`config.mk`:
```
export PLATFORM = sky130hd
export DESIGN_NAME = rc4_key_sequencer_flat
export DESIGN_NICKNAME = d
export VERILOG_FILES = /design/src/rtl/rc4_key_sequencer_if.sv /design/src/rtl/rc4_key_sequencer.sv /design/src/flat_wrapper.sv
export SDC_FILE = /design/constraint.sdc
export NUM_CORES = 1
export LEC_CHECK = 0
export BUFFER_PORTS_ARGS = -buffer_cell sky130_fd_sc_hd__buf_2
export CORE_MARGIN = 2
export CORE_UTILIZATION = 46
export DETAILED_ROUTE_END_ITERATION = 8
export PLACE_DENSITY = 0.81
export SYNTH_ARGS = -nofsm -noshare
export SYNTH_HDL_FRONTEND = slang
export SYNTH_SLANG_ARGS = --single-unit
```
`constraint.sdc`:
```
create_clock -name clk -period 2.6 [get_ports clk]
set_clock_uncertainty 0.1 [all_clocks]
set_input_delay 0.39 -clock clk [delete_from_list [all_inputs] [get_ports clk]]
set_output_delay 0.39 -clock clk [all_outputs]
set_load 0.05 [all_outputs]
```
`src/rtl/rc4_key_sequencer_if.sv`:
```
// Loop handshakes, per-loop S-RAM requests, shared S-RAM port and search status
// between the RC4 key sequencer (master) and the loop engines / host (slave).
interface rc4_key_sequencer_if #(
  parameter int KEY_WIDTH = 24
);
  logic                 start;
  logic                 l1_start, l2_start, l3_start;
  logic                 l1_finish, l2_finish, l3_finish;
  logic                 l3_valid;
  logic [7:0]           l1_s_address, l2_s_address, l3_s_address;
  logic [7:0]           l1_s_data, l2_s_data, l3_s_data;
  logic                 l1_s_wren, l2_s_wren, l3_s_wren;
  logic [7:0]           s_address;
  logic [7:0]           s_data;
  logic                 s_wren;
  logic [KEY_WIDTH-1:0] key;
  logic                 busy, found, failed;

  modport master (
    input  start, l1_finish, l2_finish, l3_finish, l3_valid,
           l1_s_address, l2_s_address, l3_s_address,
           l1_s_data, l2_s_data, l3_s_data,
           l1_s_wren, l2_s_wren, l3_s_wren,
    output l1_start, l2_start, l3_start, s_address, s_data, s_wren,
           key, busy, found, failed
  );

  modport slave (
    output start, l1_finish, l2_finish, l3_finish, l3_valid,
           l1_s_address, l2_s_address, l3_s_address,
           l1_s_data, l2_s_data, l3_s_data,
           l1_s_wren, l2_s_wren, l3_s_wren,
    input  l1_start, l2_start, l3_start, s_address, s_data, s_wren,
           key, busy, found, failed
  );
endinterface

```
`src/rtl/rc4_key_sequencer.sv`:
```
// RC4 search controller: runs S-init, key schedule and decrypt for each candidate
// key until a valid plaintext is reported or the key range runs out.
//   state     | meaning
//   IDLE      | waiting for start, S-RAM port parked
//   L1_GO     | one-cycle launch of S-init, loop 1 owns S-RAM
//   L1_WAIT   | waiting for l1_finish
//   L2_GO     | one-cycle launch of key schedule, loop 2 owns S-RAM
//   L2_WAIT   | waiting for l2_finish
//   L3_GO     | one-cycle launch of decrypt, loop 3 owns S-RAM
//   L3_WAIT   | waiting for l3_finish, then next key / done
//   DONE_OK   | plaintext found, key holds the winner
//   DONE_FAIL | key range exhausted
module rc4_key_sequencer #(
  parameter int                   KEY_WIDTH = 24,
  parameter logic [KEY_WIDTH-1:0] KEY_FIRST = KEY_WIDTH'(24'h000000),
  parameter logic [KEY_WIDTH-1:0] KEY_LAST  = KEY_WIDTH'(24'h3FFFFF)
) (
  input logic                 clk,
  input logic                 reset,
  rc4_key_sequencer_if.master bus
);

  typedef enum logic [3:0] {
    IDLE, L1_GO, L1_WAIT, L2_GO, L2_WAIT, L3_GO, L3_WAIT, DONE_OK, DONE_FAIL
  } state_t;

  state_t               state, state_nxt;
  logic [KEY_WIDTH-1:0] key_q, key_nxt;

  always_ff @(posedge clk or posedge reset) begin
    if (reset) begin
      state <= IDLE;
      key_q <= KEY_FIRST;
    end else begin
      state <= state_nxt;
      key_q <= key_nxt;
    end
  end

  always_comb begin
    state_nxt = state;
    key_nxt   = key_q;
    case (state)
      IDLE, DONE_OK, DONE_FAIL: begin
        if (bus.start) begin
          state_nxt = L1_GO;
          key_nxt   = KEY_FIRST;
        end
      end
      L1_GO:   state_nxt = L1_WAIT;
      L1_WAIT: if (bus.l1_finish) state_nxt = L2_GO;
      L2_GO:   state_nxt = L2_WAIT;
      L2_WAIT: if (bus.l2_finish) state_nxt = L3_GO;
      L3_GO:   state_nxt = L3_WAIT;
      L3_WAIT: begin
        if (bus.l3_finish) begin
          if (bus.l3_valid) begin
            state_nxt = DONE_OK;
          end else if (key_q != KEY_LAST) begin
            // S is rebuilt from scratch for every candidate key
            state_nxt = L1_GO;
            key_nxt   = key_q + KEY_WIDTH'(1);
          end else begin
            state_nxt = DONE_FAIL;
          end
        end
      end
      default: state_nxt = IDLE;
    endcase
  end

  assign bus.l1_start = (state == L1_GO);
  assign bus.l2_start = (state == L2_GO);
  assign bus.l3_start = (state == L3_GO);
  assign bus.busy     = !(state == IDLE || state == DONE_OK || state == DONE_FAIL);
  assign bus.found    = (state == DONE_OK);
  assign bus.failed   = (state == DONE_FAIL);
  assign bus.key      = key_q;

  // only the active loop reaches the RAM; everything else sees a parked port
  always_comb begin
    bus.s_address = 8'h00;
    bus.s_data    = 8'h00;
    bus.s_wren    = 1'b0;
    case (state)
      L1_GO, L1_WAIT: begin
        bus.s_address = bus.l1_s_address;
        bus.s_data    = bus.l1_s_data;
        bus.s_wren    = bus.l1_s_wren;
      end
      L2_GO, L2_WAIT: begin
        bus.s_address = bus.l2_s_address;
        bus.s_data    = bus.l2_s_data;
        bus.s_wren    = bus.l2_s_wren;
      end
      L3_GO, L3_WAIT: begin
        bus.s_address = bus.l3_s_address;
        bus.s_data    = bus.l3_s_data;
        bus.s_wren    = bus.l3_s_wren;
      end
      default: ;
    endcase
  end

endmodule

```
`src/flat_wrapper.sv`:
```
// flat-port wrapper written by rule: the top's interface ports become plain ports
module rc4_key_sequencer_flat 
#(
  parameter int                   KEY_WIDTH = 24,
  parameter logic [KEY_WIDTH-1:0] KEY_FIRST = KEY_WIDTH'(24'h000000),
  parameter logic [KEY_WIDTH-1:0] KEY_LAST  = KEY_WIDTH'(24'h3FFFFF)
)
  (clk, reset, bus_start, bus_l1_finish, bus_l2_finish, bus_l3_finish, bus_l3_valid, bus_l1_s_address, bus_l2_s_address, bus_l3_s_address, bus_l1_s_data, bus_l2_s_data, bus_l3_s_data, bus_l1_s_wren, bus_l2_s_wren, bus_l3_s_wren, bus_l1_start, bus_l2_start, bus_l3_start, bus_s_address, bus_s_data, bus_s_wren, bus_key, bus_busy, bus_found, bus_failed);
  rc4_key_sequencer_if #(.KEY_WIDTH(KEY_WIDTH)) bus_i ();
  input logic clk;
  input logic reset;
  input wire logic [$bits(bus_i.start)-1:0] bus_start;
  input wire logic [$bits(bus_i.l1_finish)-1:0] bus_l1_finish;
  input wire logic [$bits(bus_i.l2_finish)-1:0] bus_l2_finish;
  input wire logic [$bits(bus_i.l3_finish)-1:0] bus_l3_finish;
  input wire logic [$bits(bus_i.l3_valid)-1:0] bus_l3_valid;
  input wire logic [$bits(bus_i.l1_s_address)-1:0] bus_l1_s_address;
  input wire logic [$bits(bus_i.l2_s_address)-1:0] bus_l2_s_address;
  input wire logic [$bits(bus_i.l3_s_address)-1:0] bus_l3_s_address;
  input wire logic [$bits(bus_i.l1_s_data)-1:0] bus_l1_s_data;
  input wire logic [$bits(bus_i.l2_s_data)-1:0] bus_l2_s_data;
  input wire logic [$bits(bus_i.l3_s_data)-1:0] bus_l3_s_data;
  input wire logic [$bits(bus_i.l1_s_wren)-1:0] bus_l1_s_wren;
  input wire logic [$bits(bus_i.l2_s_wren)-1:0] bus_l2_s_wren;
  input wire logic [$bits(bus_i.l3_s_wren)-1:0] bus_l3_s_wren;
  output wire logic [$bits(bus_i.l1_start)-1:0] bus_l1_start;
  output wire logic [$bits(bus_i.l2_start)-1:0] bus_l2_start;
  output wire logic [$bits(bus_i.l3_start)-1:0] bus_l3_start;
  output wire logic [$bits(bus_i.s_address)-1:0] bus_s_address;
  output wire logic [$bits(bus_i.s_data)-1:0] bus_s_data;
  output wire logic [$bits(bus_i.s_wren)-1:0] bus_s_wren;
  output wire logic [$bits(bus_i.key)-1:0] bus_key;
  output wire logic [$bits(bus_i.busy)-1:0] bus_busy;
  output wire logic [$bits(bus_i.found)-1:0] bus_found;
  output wire logic [$bits(bus_i.failed)-1:0] bus_failed;
  assign bus_i.start = bus_start;
  assign bus_i.l1_finish = bus_l1_finish;
  assign bus_i.l2_finish = bus_l2_finish;
  assign bus_i.l3_finish = bus_l3_finish;
  assign bus_i.l3_valid = bus_l3_valid;
  assign bus_i.l1_s_address = bus_l1_s_address;
  assign bus_i.l2_s_address = bus_l2_s_address;
  assign bus_i.l3_s_address = bus_l3_s_address;
  assign bus_i.l1_s_data = bus_l1_s_data;
  assign bus_i.l2_s_data = bus_l2_s_data;
  assign bus_i.l3_s_data = bus_l3_s_data;
  assign bus_i.l1_s_wren = bus_l1_s_wren;
  assign bus_i.l2_s_wren = bus_l2_s_wren;
  assign bus_i.l3_s_wren = bus_l3_s_wren;
  assign bus_l1_start = bus_i.l1_start;
  assign bus_l2_start = bus_i.l2_start;
  assign bus_l3_start = bus_i.l3_start;
  assign bus_s_address = bus_i.s_address;
  assign bus_s_data = bus_i.s_data;
  assign bus_s_wren = bus_i.s_wren;
  assign bus_key = bus_i.key;
  assign bus_busy = bus_i.busy;
  assign bus_found = bus_i.found;
  assign bus_failed = bus_i.failed;
  rc4_key_sequencer #(.KEY_WIDTH(KEY_WIDTH), .KEY_FIRST(KEY_FIRST), .KEY_LAST(KEY_LAST)) u_core (.clk(clk), .reset(reset), .bus(bus_i));
endmodule
```
==> impl_metrics.py, run 1 <==
metrics = {
    "outcome": {
        "status": "complete, no violations",
    },
    "route": {
        "num_vias": 2401,
        "dr.pass1.iters": 8,
        "drtIter0Drc": 246,
        "routed_wl_um": 6210,
        "vias_per_cell": 5.99,
        "drc": 0,
        "wire_per_inst_um": 15.5,
        "wl_met3_um": 421,
        "met1Wirelength_um": 2660,
        "highest_layer": "met4",
        "antenna_left": 0,
        "wl_met2_um": 3070,
    },
    "clock_tree": {
        "clockRootBuffer": "clkbuf_8",
        "cts_tree": "yes",
        "postCtsSetupBuffers": 0,
        "insertion_delay_ns": 0.28,
        "cts_buffer_depth": 2,
        "clkTransAtPathRegs_ns": 0.10,
        "cts_buffers": 3,
        "cts-htree-levels": 1,
        "cts.sinks": 28,
    },
    "global_routing": {
        "antenna_found_initial": 0,
        "grt_pass1_wl_um": 10000,
        "first_global_vias": 2149,
        "overflow": 0,
        "track_usage_pct": 24.3,
        "grt_max_degree": 29,
    },
    "timing": {
        "finalCritPeriodShare_pct": 96.2,
        "slew_headroom_pct": 68.3,
        "fin_crit_ns": 2.50,
        "rsz0062_at_grt": "false",
        "setup_viol_count_final": 0,
        "finalHoldViolCount": 0,
        "slew_viol_final": 0,
        "max_freq_mhz": 400,
        "tightest_slew_ns": 0.476,
    },
    "floorplanning": {
        "initial_core_util_pct": 46.9,
        "num_rows": 24,
        "boundaryPins": 105,
        "dieArea_um2": 4930,
        "fp.dieW_um": 70.2,
        "die_y_um": 70.2,
        "coreArea_um2": 4290,
    },
    "worst_setup_path": {
        "r2r_start": "u_core.state[0]",
        "reg2reg_to": "u_core.bus.key[1]",
        "r2r_setup_slack_ns": 0.27,
        "cp-start-kind": "flip-flop",
        "worstPathRequired_ns": 2.11,
        "crit_type": "flip-flop to output port",
        "arrival_ns": 2.01,
        "worst_r2r_path_depth": 6,
        "critPathCaptureType": "output port",
        "critical_path.max_fanout": 9,
    },
    "synthesis": {
        "netlist_area_um2": 2020,
        "synth_edf_count": 0,
        "synth_flop_cell": "dfrtp_1",
        "ys_types": 51,
        "syn_nets": 298,
        "seq_area_frac_synth_pct": 34.8,
        "synth_area_per_cell_um2": 8.43,
        "syn_inst": 239,
        "yosysWarningCount": 0,
        "synthArstFlopShare_pct": 100,
        "synth-seq-cells": 28,
    },
    "placed_design": {
        "place.gp.congestion": 0.819,
        "dp_hpwl_um": 4580,
        "post_dp_cell_area_um2": 2650,
        "port_buffers": 104,
    },
    "power_and_ir_drop": {
        "irDropWorstVdd_mv": 0.591,
        "p_per_area_nw_per_um2": 1230,
        "leakage_nw": 1.44,
    },
    "min_path": {
        "hp-class": "input pin to asynchronous set/reset pin",
    },
    "layout": {
        "mostFrequentLayoutCells": "buf_2, dfrtp_1, nand2_1, a222oi_1, buf_4",
        "fin_area_um2": 2730,
        "final_nets": 409,
        "num_antenna_cells": 0,
        "syn2layout_area_growth_pct": 35.3,
        "finish.utilization_pct": 63.5,
        "layout_commonest_cell": "buf_2",
        "drive_gt1_share_pct": 43.3,
    },
    "flow_run": {
        "max_cap_violations": 0,
    },
}
-- critical path, cell delays in order, from the launching register on --
cell and delay (ns):
dfrtp_2 0.45, buf_4 0.18, nand2_2 0.11, nor3_1 0.08, or2_2 0.37, a222oi_1 0.30, inv_2 0.04, buf_2 0.21
-- cell families (layout without fill, tap and decap cells) --
logic type | count (synthesis) | count (layout) | synth area share (%)
simple gates | 92 | 93 | 24.0
compound gates | 79 | 79 | 30.6
buf+inv | 34 | 143 | 7.51
flops | 28 | 28 | 34.8
mux | 4 | 4 | 2.05
fa+ha+maj | 1 | 1 | 0.621
xor+xnor | 1 | 1 | 0.435
-- synthesized netlist by cell type (6+ instances only) --
library cell,count,share of area (%)
a222oi_1,17,8.4
a21oi_1,11,2.7
nand4_1,8,2.5
nor3_1,8,2.0
inv_1,21,3.9
and3_1,8,2.5
dfrtp_1,28,35
nand2_1,21,3.9
clkbuf_1,6,1.1
nor2_1,14,2.6
nand3_1,12,3.0
a31oi_1,9,2.8
o21ai_0,10,2.5
-- stage by stage --
step | hold slack, ns | total power [mW] | cells | setup slack, ns | setup TNS (ns)
2_1_floorplan | 0.355 | 2.47 | 239 | -0.0194 | -0.0194
3_3_place_gp | 0.386 | 3.00 | 396 | 0.0503 | 0
3_5_place_dp | 0.380 | 3.03 | 396 | 0.0468 | 0
4_1_cts | 0.0773 | 3.31 | 400 | 0.0387 | 0
5_1_grt | 0.100 | 3.55 | 401 | 0.00615 | 0
6_report | 0.0563 | 3.36 | 401 | 0.0997 | 0
-- per-layer routing --
layer  global-route usage [%]  vias to the layer above
met5                        0                        -
met3                     2.31                        6
met2                     42.1                      107
met4                     5.56                        0
met1                     32.9                     1136
li1                         -                     1152
-- report_power, final --
group	leakage, nW	switching [mW]	total [mW]	internal [mW]
Combinational	1.04	1.84	2.54	0.697
Sequential	0.380	0.0660	0.547	0.481
Clock	0.0288	0.139	0.275	0.136
Total	1.44	2.04	3.36	1.31
-- sequential cells by signal, indices dropped and copies added (netlist names) --
register	flops
u_core.state	4
u_core.bus.key	24
-- area by class of cell --
type | instances | area, um^2
clock buffer | 4 | 55.1
fill | 373 | 1570
inverter | 21 | 78.8
multi-input combinational | 178 | 1200
sequential | 28 | 704
tap | 52 | 65.1
timing repair buffer | 118 | 628
-- worst max-delay path by stage --
stage          cells after the start            endpoint             from
3_5_place_dp                       6    bus_s_address[6]  u_core.state[2]
4_1_cts                            7    bus_s_address[6]  u_core.state[2]
6_report                           7       bus_s_data[2]  u_core.state[2]
5_1_grt                            7    bus_s_address[5]  u_core.state[2]
3_3_place_gp                       6    bus_s_address[7]  u_core.state[2]
2_1_floorplan                      7  u_core.bus.key[18]  u_core.state[3]
-- repair_timing --
item,in CTS,in global routing
pin swaps,1,2
endpoints found under the hold margin,0,0
gates cloned,0,1
hold buffers,0,0
endpoints found under the setup margin,17,17
resized for setup,3,6
No activity file was read; power rests on OpenSTA's default activity.
==> inputs of run 2 (changes only) <==
Settings changed: PLACE_DENSITY 0.81 to 0.92.
==> run 2 against run 1 <==
Against the previous run: global-route usage increased by 0.053 points; clock power grew 26%; die area did not move; critical path depth is the same; combinational power is 2% higher; utilization increased by 0.84 points; fmax fell by 0.51%; largest cell class unchanged; largest power group unchanged.
==> impl_metrics.py, run 2 (same netlist as run 1, synthesis figures left out) <==
metrics = {
    "placed_design": {
        "dp_hpwl_um": 4540,
        "port_buffers": 104,
        "place.gp.congestion": 0.858,
        "post_dp_cell_area_um2": 2620,
    },
    "min_path": {
        "hp-class": "input pin to asynchronous set/reset pin",
    },
    "global_routing": {
        "overflow": 0,
        "first_global_vias": 2204,
        "grt_pass1_wl_um": 9960,
        "grt_max_degree": 29,
        "track_usage_pct": 24.3,
        "antenna_found_initial": 0,
    },
    "timing": {
        "fin_crit_ns": 2.51,
        "max_freq_mhz": 398,
        "hold_slack_ns": 0.0486,
        "slew_viol_final": 0,
        "finalCritPeriodShare_pct": 96.7,
        "setup_viol_count_final": 0,
        "slew_headroom_pct": 69.9,
        "tightest_slew_ns": 0.452,
        "finalHoldViolCount": 0,
    },
    "clock_tree": {
        "cts-htree-levels": 1,
        "hold_buffers": 0,
        "clkTransAtPathRegs_ns": 0.10,
        "cts_buffers": 3,
        "cts.sinks": 28,
        "cts_tree": "yes",
        "clockRootBuffer": "clkbuf_8",
        "cts_buffer_depth": 2,
        "insertion_delay_ns": 0.28,
    },
    "flow_run": {
        "max_cap_violations": 0,
    },
    "outcome": {
        "status": "complete, no violations",
    },
    "power_and_ir_drop": {
        "power.total_mw": 3.48,
        "p_per_area_nw_per_um2": 1260,
        "leakage_nw": 1.46,
        "irDropWorstVdd_mv": 0.572,
    },
    "layout": {
        "final_nets": 411,
        "fillerInstances": 381,
        "largest_reg_flops": 24,
        "mostFrequentLayoutCells": "buf_2, dfrtp_1, nand2_1, a222oi_1, buf_4",
        "drive_gt1_share_pct": 43.6,
        "num_antenna_cells": 0,
        "layout_commonest_cell": "buf_2",
        "fin_area_um2": 2760,
        "syn2layout_area_growth_pct": 37.1,
    },
    "route": {
        "dr.pass1.iters": 7,
        "drc": 0,
        "routed_wl_um": 6370,
        "drtIter0Drc": 195,
        "vias_per_cell": 6.06,
        "antenna_left": 0,
        "wire_per_inst_um": 15.8,
        "num_vias": 2443,
    },
    "worst_setup_path": {
        "arrival_ns": 2.02,
        "r2r_setup_slack_ns": 0.23,
        "crit_family": "simple AND/OR/NAND/NOR gates",
        "reg2reg_to": "u_core.bus.key[1]",
        "worstPathRequired_ns": 2.11,
        "worst_r2r_path_depth": 5,
        "max_stage_delay_ns": 0.44,
        "r2r_start": "u_core.bus.key[18]",
        "critPathCaptureType": "output port",
        "crit_buf_inv": 3,
        "worstPathCellList": "buf_4 -> nand2_1 -> nor3_2 -> or2_4 -> a222oi_1 -> inv_2 -> clkbuf_4",
        "crit_type": "flip-flop to output port",
        "cp-start-kind": "flip-flop",
        "critical_path.max_fanout": 11,
        "cpMaxStageDelayCell": "dfrtp_1",
    },
    "floorplanning": {
        "num_rows": 24,
        "boundaryPins": 105,
        "die_y_um": 70.2,
        "dieArea_um2": 4930,
        "initial_core_util_pct": 46.9,
        "fp.dieW_um": 70.2,
        "coreArea_um2": 4290,
    },
}
## run 2: cell types whose count changed in the layout (fill, tap and decap cells not counted), sizes merged
| cell | before | now |
|---|---|---|
| buf | 117 | 119 |
| bufinv | 0 | 1 |
| clkbuf | 5 | 4 |
## run 2: worst max-delay path by stage
stage / end / start / slack (ns) / depth (start not counted)
finish: bus_s_address[5] / u_core.state[1] / 0.09 / 7
global route: bus_s_data[3] / u_core.state[2] / -0.02 / 7
CTS: bus_s_data[3] / u_core.state[2] / 0.03 / 7
detailed placement: bus_s_data[3] / u_core.state[0] / -0.06 / 6
global placement: bus_s_address[3] / u_core.state[0] / 0.01 / 6
floorplan: u_core.bus.key[18] / u_core.state[3] / -0.02 / 7
## run 2: where the power goes
group / internal [mW] / leakage, nW / switching (mW)
Sequential: 0.481 / 0.380 / 0.0737
Combinational: 0.730 / 1.05 / 1.85
Clock: 0.206 / 0.0357 / 0.140
## run 2: what timing repair did
action,CTS,global route
pin swaps,1,4
endpoints found under the setup margin,17,17
setup buffers,0,5
cloned,0,1
gates resized for setup,4,6
endpoints found under the hold margin,0,0
## run 2: tightest hold or removal path, delay by kind of cell
family | cells | cell delay, ns
buffers and inverters | 3 | 0.46
## run 2: through the flow
stage / TNS (ns) / utilization [%] / instances / worst slack (ns)
after floorplan: -0.0194 / - / 239 / -0.0194
after global placement: 0 / 61.1 / 393 / 0.0141
after detailed placement: -0.736 / 61.1 / 393 / -0.0646
after CTS: 0 / 63.0 / 397 / 0.0293
after global routing: -0.0253 / 64.4 / 403 / -0.0179
final: 0 / 64.4 / 403 / 0.0869
## run 2: cell type report
| cell class | instances | area [um^2] | share of cell area (%) |
|---|---|---|---|
| Clock buffer | 3 | 41.3 | 1.49 |
| Clock inverter | 1 | 30.0 | 1.09 |
| Inverter | 21 | 78.8 | 2.85 |
| Multi-Input combinational cell | 178 | 1200 | 43.5 |
| Sequential cell | 28 | 704 | 25.5 |
| Tap cell | 52 | 65.1 | 2.35 |
| Timing Repair Buffer | 120 | 643 | 23.3 |
## run 2: layer usage
layer,global-route usage [%],vias up,part of all wire (%)
li1,-,1159,-
met1,31.0,1146,40
met2,42.1,125,51
met3,3.03,13,7.4
met4,9.40,0,1.6
met5,0,-,0
==> inputs of run 3 (changes only) <==
Settings changed: ABC_AREA from default to 1, CORE_UTILIZATION 46 to 48, PLACE_DENSITY 0.92 to 0.93.
==> run 3 against run 2 <==
Against the previous run: synthesized cell count rose by 50%; worst setup slack got worse by 0.081 ns; global-route usage is 1.7 points lower; highest routed layer unchanged; final area increased by 4.8%; critical endpoint is now bus_s_address[6]; clock power is 22% lower; worst hold slack better by 0.0086 ns.
==> impl_metrics.py, run 3 <==
metrics = {
    "worst_setup_path": {
        "r2r_start": "u_core.bus.key[0]",
        "max_stage_delay_ns": 0.47,
        "crit_type": "flip-flop to output port",
        "reg2reg_to": "u_core.bus.key[19]",
        "cp-start-kind": "flip-flop",
        "cp_common_cell": "nor2_1",
        "worstPathRequired_ns": 2.11,
        "crit_family": "simple AND/OR/NAND/NOR gates",
        "critPathCaptureType": "output port",
        "r2r_setup_slack_ns": 0.56,
        "arrival_ns": 2.10,
        "cpMaxStageDelayCell": "dfrtp_1",
        "path_depth": 7,
        "worst_r2r_path_depth": 9,
        "critical_path.max_fanout": 18,
        "crit_buf_inv": 2,
        "worstPathCellList": "nor2_1 -> and2_1 -> nor2_1 -> clkinvlp_4 -> nand2_1 -> nand3_1 -> buf_2",
    },
    "timing": {
        "setup_viol_count_final": 0,
        "fin_crit_ns": 2.59,
        "tightest_slew_ns": 0.447,
        "finalSetupTns_ns": 0,
        "max_freq_mhz": 386,
        "finalHoldViolCount": 0,
        "slew_viol_final": 0,
        "slew_headroom_pct": 70.1,
        "setup_slack_ns": 0.00599,
        "finalCritPeriodShare_pct": 99.8,
    },
    "clock_tree": {
        "cts_resized": 0,
        "clockRootBuffer": "clkbuf_8",
        "cts-htree-levels": 1,
        "postCtsSetupBuffers": 0,
        "insertion_delay_ns": 0.27,
        "cts_buffer_depth": 2,
        "cts.sinks": 28,
        "hold_buffers": 0,
        "clkTransAtPathRegs_ns": 0.09,
        "cts_buffers": 3,
        "cts_tree": "yes",
    },
    "layout": {
        "layout_commonest_cell": "nand2_1",
        "largest_reg_flops": 24,
        "num_antenna_cells": 0,
        "drive_gt1_share_pct": 32.2,
        "final_nets": 520,
        "syn2layout_area_growth_pct": 26.4,
        "fillerInstances": 398,
        "mostFrequentLayoutCells": "nand2_1, buf_2, nor2_1, nand3_1, dfrtp_1",
    },
    "global_routing": {
        "grt_max_degree": 31,
        "track_usage_pct": 22.6,
        "overflow": 0,
        "first_global_vias": 2309,
        "antenna_found_initial": 0,
        "grt_pass1_wl_um": 9800,
    },
    "route": {
        "dr.pass1.iters": 4,
        "num_vias": 2604,
        "drc": 0,
        "antenna_left": 0,
        "wire_per_inst_um": 12.0,
        "drtIter0Drc": 113,
        "routed_wl_um": 6160,
        "vias_per_cell": 5.07,
    },
    "synthesis": {
        "yosys.area_share.adder_pct": 0.546,
        "synth_top_area_cell": "dfrtp_1",
        "synth_flop_cell": "dfrtp_1",
        "synth_mux_area_share_pct": 0,
        "synth_common_cells": "nand2_1, nor2_1, nand3_1",
        "synth_area_per_cell_um2": 6.40,
        "synth_edf_count": 0,
        "synth_top_area_share_pct": 30.6,
        "synthTopCellsByArea": "dfrtp_1, nand2_1, nand3_1, nor2_1, o21ai_2",
        "yosysWarningCount": 0,
        "seq_area_frac_synth_pct": 30.6,
        "synth_top_family_by_area": "simple AND/OR/NAND/NOR gates",
        "synth-seq-cells": 28,
        "ys_types": 28,
        "netlist_area_um2": 2290,
        "syn_inst": 358,
        "synth_compound_area_share_pct": 9.67,
        "synthSimpleGateAreaFrac_pct": 45.8,
        "synthArstFlopShare_pct": 100,
        "yosysMostFrequentCell": "nand2_1",
        "syn_nets": 417,
        "synth_xor_xnor_area_share_pct": 5.35,
    },
    "power_and_ir_drop": {
        "power.total_mw": 2.76,
        "leakage_nw": 1.46,
        "p_per_area_nw_per_um2": 952,
        "irDropWorstVdd_mv": 0.764,
    },
    "floorplanning": {
        "num_rows": 25,
        "initial_core_util_pct": 49.2,
        "coreArea_um2": 4660,
        "dieArea_um2": 5340,
        "die_y_um": 73.1,
        "fp.dieW_um": 73.1,
        "boundaryPins": 105,
    },
    "placed_design": {
        "dp_worst_setup_slack_ns": 0.429,
        "place.gp.congestion": 0.890,
        "dp_hpwl_um": 4680,
        "port_buffers": 104,
    },
    "outcome": {
        "status": "complete, no violations",
    },
    "min_path": {
        "hp-class": "input pin to asynchronous set/reset pin",
    },
    "flow_run": {
        "max_cap_violations": 0,
    },
}
## run 3: changes by cell type after synthesis, sizes merged, moves of 6 or more
cell / before / now
xor2: 0 / 8
a31oi: 9 / 0
nor2: 14 / 45
inv: 21 / 29
nand3: 12 / 35
and3: 8 / 0
nand2: 22 / 159
o21ai: 11 / 29
a222oi: 17 / 0
a21oi: 11 / 1
nand4: 8 / 2
clkbuf: 6 / 0
## run 3: layout make-up
| class | instances | area (um^2) | area share, % |
|---|---|---|---|
| multi-input cells | 292 | 1420 | 49.1 |
| flip-flops and latches | 28 | 701 | 24.2 |
| repair buffers | 105 | 528 | 18.2 |
| inverters | 31 | 124 | 4.28 |
| well taps | 54 | 67.6 | 2.33 |
| clock buffers | 4 | 55.1 | 1.90 |
## run 3: per-layer routing
metal  track usage [%]  vias to the layer above  wire length (um)
met5                 0                        -                 0
met4              7.61                        0                93
met3              2.76                       10               365
met2              42.6                      109              3250
met1              26.0                     1159              2460
li1                  -                     1326                 -
## run 3: worst min-delay path, stage by stage
cell,delay (ns)
buf_2,0.09
inv_1,0.04
buf_4,0.32
## run 3: metrics by stage
step / cell area [um^2] / instances / hold slack [ns] / utilization (%)
global placement: 2830 / 510 / 0.366 / 60.6
floorplan: 2300 / 358 / 0.355 / -
CTS: 2880 / 514 / 0.0722 / 61.8
detailed placement: 2830 / 510 / 0.371 / 60.6
global route: 2900 / 514 / 0.0986 / 62.1
finish: 2900 / 514 / 0.0572 / 62.1
## run 3: power by group
group | switching (mW) | leakage (nW) | total, mW | internal (mW)
Combinational | 1.55 | 1.05 | 1.98 | 0.427
Sequential | 0.0437 | 0.387 | 0.511 | 0.467
Clock | 0.136 | 0.0288 | 0.272 | 0.136
## run 3: logic make-up (layout without fill, tap and decap cells)
family / count (synthesis) / count (layout)
XOR/XNOR: 14 / 14
adder cells (fa/ha/maj): 1 / 1
flip-flops: 28 / 28
AO/OA/AOI/OAI: 32 / 32
buffers and inverters: 38 / 140
AND/OR/NAND/NOR: 245 / 245
## run 3: worst max-delay path by stage
stage                     from                to  slack [ns]
2_1_floorplan  u_core.state[2]  bus_s_address[2]        0.03
3_3_place_gp   u_core.state[1]     bus_s_data[4]        0.48
4_1_cts        u_core.state[2]  bus_s_address[6]        0.12
5_1_grt        u_core.state[0]  bus_s_address[6]        -0.1
3_5_place_dp   u_core.state[2]  bus_s_address[6]        0.43
6_report       u_core.state[0]  bus_s_address[6]       0.006
